File: src/rtl/umi_host_initiator.sv
// Host-side UMI initiator: issues one single-beat read or posted write at a time
// on uhost_req_*, collects the read response on uhost_resp_* and reports completion.
module umi_host_initiator #(
    parameter int             DW         = 256,
    parameter int             AW         = 64,
    parameter int             CW         = 32,
    parameter logic [AW-1:0]  SRCADDR    = '0,
    parameter logic [7:0]     OPC_WRITE  = 8'h01,
    parameter logic [7:0]     OPC_READ   = 8'h08,
    parameter logic [7:0]     OPC_RDRESP = 8'h09,
    parameter int             TIMEOUT    = 1024
) (
    input  logic          clk,
    input  logic          nreset,
    // local command side
    input  logic          cmd_valid,
    output logic          cmd_ready,
    input  logic          cmd_write,
    input  logic [AW-1:0] cmd_addr,
    input  logic [DW-1:0] cmd_wdata,
    output logic          rsp_valid,
    output logic          rsp_err,
    output logic [DW-1:0] rsp_rdata,
    // UMI request channel
    output logic          uhost_req_valid,
    input  logic          uhost_req_ready,
    output logic [CW-1:0] uhost_req_cmd,
    output logic [AW-1:0] uhost_req_dstaddr,
    output logic [AW-1:0] uhost_req_srcaddr,
    output logic [DW-1:0] uhost_req_data,
    // UMI response channel
    input  logic          uhost_resp_valid,
    output logic          uhost_resp_ready,
    input  logic [CW-1:0] uhost_resp_cmd,
    input  logic [AW-1:0] uhost_resp_dstaddr,
    input  logic [AW-1:0] uhost_resp_srcaddr,
    input  logic [DW-1:0] uhost_resp_data
);

    typedef enum logic [1:0] {IDLE, REQ, WAIT, DONE} state_t;

    state_t        state;
    state_t        state_nxt;
    logic          is_write;
    logic [AW-1:0] addr_q;
    logic [DW-1:0] wdata_q;
    logic [31:0]   cnt;
    logic          err_q;
    logic [DW-1:0] rdata_q;
    logic          resp_ok;
    logic          timeout_hit;
    logic          unused;

    assign unused  = ^{uhost_resp_srcaddr, uhost_resp_cmd};
    assign resp_ok = (uhost_resp_cmd[7:0] == OPC_RDRESP) && (uhost_resp_dstaddr == SRCADDR);

    // Deadline lands the completion TIMEOUT cycles after the request handshake;
    // the first WAIT cycle has cnt==0, so the last WAIT cycle is cnt==TIMEOUT-2.
    assign timeout_hit = (cnt + 32'd2) >= 32'(TIMEOUT);

    always_ff @(posedge clk) begin
        if (!nreset) state <= IDLE;
        else         state <= state_nxt;
    end

    always_comb begin
        state_nxt = state;
        case (state)
            IDLE:    if (cmd_valid) state_nxt = REQ;
            REQ:     if (uhost_req_ready) state_nxt = is_write ? DONE : WAIT;
            WAIT:    if (uhost_resp_valid || timeout_hit) state_nxt = DONE;
            DONE:    state_nxt = IDLE;
            default: state_nxt = IDLE;
        endcase
    end

    always_ff @(posedge clk) begin
        if (!nreset) begin
            is_write <= 1'b0;
            addr_q   <= '0;
            wdata_q  <= '0;
            cnt      <= '0;
            err_q    <= 1'b0;
            rdata_q  <= '0;
        end else begin
            case (state)
                IDLE: if (cmd_valid) begin
                    is_write <= cmd_write;
                    addr_q   <= cmd_addr;
                    wdata_q  <= cmd_write ? cmd_wdata : '0;
                end
                REQ: if (uhost_req_ready) begin
                    cnt     <= '0;
                    err_q   <= 1'b0;
                    rdata_q <= '0;
                end
                WAIT: begin
                    cnt <= cnt + 32'd1;
                    // a response in the deadline cycle still wins over the timeout
                    if (uhost_resp_valid) begin
                        err_q   <= !resp_ok;
                        rdata_q <= resp_ok ? uhost_resp_data : '0;
                    end else if (timeout_hit) begin
                        err_q   <= 1'b1;
                        rdata_q <= '0;
                    end
                end
                default: ;
            endcase
        end
    end

    always_comb begin
        uhost_req_cmd = '0;
        if (state == REQ) uhost_req_cmd[7:0] = is_write ? OPC_WRITE : OPC_READ;
    end

    // ready outputs are held low while reset is asserted
    assign cmd_ready         = nreset && (state == IDLE);
    assign uhost_resp_ready  = nreset && ((state == IDLE) || (state == WAIT));
    assign uhost_req_valid   = (state == REQ);
    assign uhost_req_dstaddr = (state == REQ) ? addr_q  : '0;
    assign uhost_req_srcaddr = (state == REQ) ? SRCADDR : '0;
    assign uhost_req_data    = (state == REQ) ? wdata_q : '0;
    assign rsp_valid         = (state == DONE);
    assign rsp_err           = (state == DONE) && err_q;
    assign rsp_rdata         = (state == DONE) ? rdata_q : '0;

endmodule
File: config.mk
export PLATFORM = sky130hd
export DESIGN_NAME = umi_host_initiator
export DESIGN_NICKNAME = d
export VERILOG_FILES = /design/src/rtl/umi_host_initiator.sv
export SDC_FILE = /design/constraint.sdc
export NUM_CORES = 1
export LEC_CHECK = 0
export ABC_AREA = 1
export CAP_MARGIN = 0
export CORE_AREA = 3 3 550 552
export CTS_BUF_LIST = sky130_fd_sc_hd__clkbuf_8
export DETAILED_ROUTE_END_ITERATION = 6
export DIE_AREA = 0 0 553 555
export GPL_ROUTABILITY_DRIVEN = 0
export SLEW_MARGIN = 20
export SYNTH_ARGS = -nofsm -noshare
export SYNTH_HDL_FRONTEND = slang
export SYNTH_SLANG_ARGS = --single-unit
File: constraint.sdc
create_clock -name clk -period 2.42 [get_ports clk]
set_clock_uncertainty 0.05 [all_clocks]
set_input_delay 0.605 -clock clk [delete_from_list [all_inputs] [get_ports clk]]
set_output_delay 0.605 -clock clk [all_outputs]
set_load 0.01 [all_outputs]
## Word level (Yosys, flattened, before mapping)

Index checks and enable logic that the tools add are counted.

- Bits in read-only memories: 0
- Latch bits: 0
- Register bits after elaboration: 612
- RAM bits: 0
- Logic and storage cells: 54
- Memories: 0

- Muxes and demuxes: 22
- Shift operators: 0
- Magnitude comparators: 1
- $add $sub $neg: 2
- Multipliers: 0
- Divide/modulo/power cells: 0
- Equality and inequality tests: 8
- Bitwise gates (word level): 0
- Reduce and logical (&&, ||, !) cells: 14

Operators by type and width:

| kind | count |
|---|---|
| $mux W256 | 7 |
| $pmux W256 S2 | 1 |
| $logic_not A64 Y1 | 1 |
| $mux W64 | 1 |
| $pmux W32 S2 | 1 |
| $add A32 B1 Y32 const B | 1 |
| $add A32 B2 Y32 const B | 1 |
| $ge A32 B11 Y1 const B | 1 |
| $mux W32 | 1 |
| $eq A8 B4 Y1 const B | 1 |
| $mux W4 | 2 |
| $pmux W2 S4 | 1 |
| $mux W2 | 3 |
| $reduce_and A3 Y1 | 2 |
| $eq A2 B2 Y1 const B | 2 |
| $logic_and A1 B1 Y1 | 4 |
| $mux W1 | 4 |
| $ne A2 B2 Y1 const B | 2 |
| $reduce_and A2 Y1 | 2 |
| $ne A3 B3 Y1 const B | 1 |
| $eq A2 B1 Y1 const B | 1 |
| $logic_not A2 Y1 | 1 |
| $logic_or A1 B1 Y1 | 2 |
| $ne A2 B1 Y1 const B | 1 |
| other kinds (3) | 3 |

## Depth between registers and ports, before layout

- Word-level depth: 5
- Gate-level depth with buffers: 19
- Gate-level depth less buffers: 17

## Worst setup path before layout

Ideal clock, no wire load.

- Kind: register to register
- From: register state[1]
- To: register cnt[29]
- Data arrival time: 2.255 ns
- Library setup time: 0.058 ns
- Data required time: 2.312 ns
- Path slack: 0.057 ns
- Stages on the path, launching flop included: 18
- Cell sequence: dfxtp_1 > inv_1 > ha_1 > buf_2 > inv_1 > or2_2 > o21ai_1 > inv_1 > nand2_1 > nor2_1 > inv_1 > nor2_1 > inv_1 > nor2_1 > inv_1 > nor2_1 > a21oi_1 > o21a_1

- Cells in the longest elaborated chain, start to end: 3
- Elaborated cells between the ends (all ways): 6

Ends and longest elaborated chain:

| element | line | RTL |
|---|---|---|
| start: declaration | 42 | `state_t state;` |
| start signal: assignment | 63 | `else state <= state_nxt;` |
| $eq A2 B1 Y1 * | -- |  |
| via uhost_req_valid | 25 | `output logic uhost_req_valid,` |
| $ne A2 B1 Y1 (no line) / $reduce_bool A2 Y1 (equally long branches) | -- |  |
| $reduce_and A2 Y1 (no line) | -- |  |
| end signal: assignment | 98 | `cnt <= cnt + 32'd1;` |
| end: declaration | 47 | `logic [31:0] cnt;` |

The timed path passes the listed nets; every way through them passes the cells marked *.
A chain may end at the register's enable or synchronous reset.

## Final worst setup path

- From: register state[1]
- To: output uhost_req_data[99]

- Cells in the longest elaborated chain, start to end: 2

Ends and longest elaborated chain:

| element | line | RTL |
|---|---|---|
| $eq A2 B1 Y1 | 124 | `assign uhost_req_data = (state == REQ) ? wdata_q : '0;` |
| $mux W256 | 124 |  |
| end: declaration | 30 | `output logic [DW-1:0] uhost_req_data,` |

Every way passes these cells.

==> results.md <==
* Non-Filler Instances at 11000
* Post-synth EDFFs at 0
* Mapped Cells at around 5400
* Starting density of the core at 10.6%
* DRC violations left at 0
* Mapped cell area at approximately 0.032 mm²
* Dominant synthesized flop cell: dfxtp_1
* Grt total ovfl at 0
* Failing checks: negative setup slack
* IO Pins at 1419
* Outcome: finished with violations
* Synth warnings at 0
* Critical-path top delay cell: dfxtp_4
* Switching pwr at 0.0212 W
* Crit path max fanout at 8
* H-tree depth at 3
* Initial antenna violation count at 255
* TritonCTS Sinks at 612
* Die X at approximately 550 µm
* Final core utilization at 19.6%
* # rows at 200
* Tcrit/Tclk final at 133%
* Total Wirelength at 240000 µm
* Vias at 38100
* Worst-Margin Slew at 789 ps
* Drt wl/cell at 21.8 µm
* RSZ-0062 raised after global routing: yes
* DR pass1 iterations at 7
* Crit-path cells: inv_4, ha_4, buf_12, buf_12, buf_12, buf_12, buf_4, nand2_4, inv_2, buf_6
* Crit end category: output pin
* CP max stage delay at between 300 and 400 ps
* Die Ht at 555 µm
* Total die area at 0.307 mm²
* Cell variety after synth at 35
* Bufs on Longest Clock Path at 4
* Core Footprint at 0.297 mm²
* Largest net degree at the start of global routing at 128
* Filler cells at around 34000
* Reg area at ~0.012 mm²
* First-pass GRT wire length at around 310000 µm
* Fmax at between 300 and 400 MHz
* Via-per-instance ratio at 3.47
* Worst skew pair latency at between 900 and 1000 ps
* Total GRT Usage at ~15%
* ANT nets after route at 0
* Synthesized flop and latch total at 612
* Total CTS buffers at 125
* Power per cell area at 879 mW/mm²
* CP Class: flop to output pin
* TritonCTS clock tree: built
* Max-cap violations at 0
* Power, Total at 0.0513 W
* Relative slew slack at 47.4%
* Max VDD drop at 0.000481 V
* P&R area growth vs syn at 84.5%
* Register area share after synthesis at 38.7%
* Commonest non-fill, non-tap cell in the layout: nand2_1
* Max Transition Viols Final at 0
* Final layout net count at 7628
* Minimum clock period at 3210 ps
* Clock Power Share at roughly a quarter
* Final hold vios at 0
* HP Class: input port to flop
* Share of layout cells above drive strength 1 at 23.2%
* DPL Wire Length at 199000 µm
* Final Setup Violations at roughly 860
* DRT iter0 DRCs at 2393
* Top delay family on crit path: buffers and inverters
* Hold_ws at ~130 ps
* Clk pin slew, worst setup/hold paths at approximately 60 ps
* Multi-input logic area at 0.0155 mm²
* Final WS setup at -789 ps
* Vias in the first global route at 36000
* Top cell by count, worst path: buf_12
* Critical path required time at 1760 ps
* Sequential Power Share at between 20% and 30%
* Crit start category: flop
* Switching Fraction at 41.3%
* Leak at 29.2 nW
* Comb pwr share at about half
* WP buf/inv at 8
* Most frequent cells in the layout: 1727 x nand2_1, 895 x nor2_1, 701 x inv_1
* Setup TNS at -453140 ps
* PortBufs at 1236
* Clk root buf: clkbuf_8
* Arr. time, crit path at about 2600 ps
* Inst Count DP at 10500
* Post-synthesis async set-or-reset flop share at 0%
* Mean post-synth cell area at 5.89 µm²
* Internal power at 0.0301 W
[per-layer routing]
metal	GRT usage, %	wire (µm)
met2	25.8	114000
met1	13.3	76100
met4	8.77	17700
met5	0	1160
met3	8.80	31200
[synthesized netlist by cell type, types with 6 or more instances]
master	count	area (µm²)
buf_1	20	75.1
o211ai_1	6	45.0
nand3_1	68	340
inv_1	897	3370
buf_2	15	75.1
a21oi_1	317	1590
dfxtp_1	612	12300
clkbuf_1	259	972
xor2_1	7	61.3
nor3_1	11	55.1
nand4_1	53	332
nand2_1	1944	7300
o21ai_0	79	395
ha_1	7	87.6
nor4_1	17	106
nor2_1	899	3370
buf_4	135	1010
[metrics by stage]
step	instance area (µm²)	worst slack, ps
after global routing	58300	-940
after CTS	56400	-1020
after floorplan	32000	57.0
after detailed placement	51700	-2050
after global placement	51600	-2020
final	58400	-789
[flip-flops by register name, summed over array words and instances, names as in the netlist]
name      cells
addr_q       64
cnt          32
err_q         1
is_write      1
rdata_q     256
state         2
wdata_q     256
[final cells by class]
cell class                      instances  share of cell area [%]
Tap cell                             3939                    8.44
Clock buffer                          153                    3.61
Multi-Input combinational cell       3527                    26.5
Timing Repair Buffer                 1714                    33.3
Antenna cell                           68                   0.292
Sequential cell                       612                    21.0
Inverter                              899                    5.91
Clock inverter                         73                   0.975
[power by group through the flow]
stage / clock, W / combinational [W] / sequential, W
6_report: 0.0120 / 0.0247 / 0.0146
4_1_cts: 0.0125 / 0.0236 / 0.0144
3_3_place_gp: 0 / 0.0205 / 0.0145
3_5_place_dp: 0 / 0.0205 / 0.0145
2_1_floorplan: 0 / 0.0117 / 0.0138
5_1_grt: 0.0128 / 0.0274 / 0.0149
[tightest hold or removal path: cells and delay by family]
kind,cells,cell delay [ps]
AO/OA/AOI/OAI,1,50
buffers and inverters,1,400
AND/OR/NAND/NOR,1,60
[what timing repair did]
action                                 4_1_cts  5_1_grt
endpoints found under the hold margin       54        0
cloned                                      22       15
gates resized for setup                   1171      956
pin swaps                                   30       66
hold buffers                                46        0
setup buffers                               71       60
setup endpoints to repair                  865      870
[path summary, 6_finish.rpt]
kind         slack [ps]  depth (start not counted)           start            endpoint
max reg2reg        -430                         15          cnt[1]            state[0]
min                 130                          3  cmd_wdata[126]        wdata_q[126]
min reg2reg         410                          2     wdata_q[72]         wdata_q[72]
max                -790                         10        state[1]  uhost_req_data[99]
[kinds of logic (layout without fill, tap and decap cells)]
family                   count (synthesis)  after routing  share of synthesized area (%)
buffers and inverters                 1329           2839                           17.5
AO/OA/AOI/OAI                          413            413                           6.65
other                                    1            162                         0.0119
AND/OR/NAND/NOR                       3006           3006                           36.7
adder cells (fa/ha/maj)                  7              7                          0.277
flip-flops                             612            612                           38.7
XOR/XNOR                                 7              7                          0.194
No activity file was read; power rests on OpenSTA's default activity.
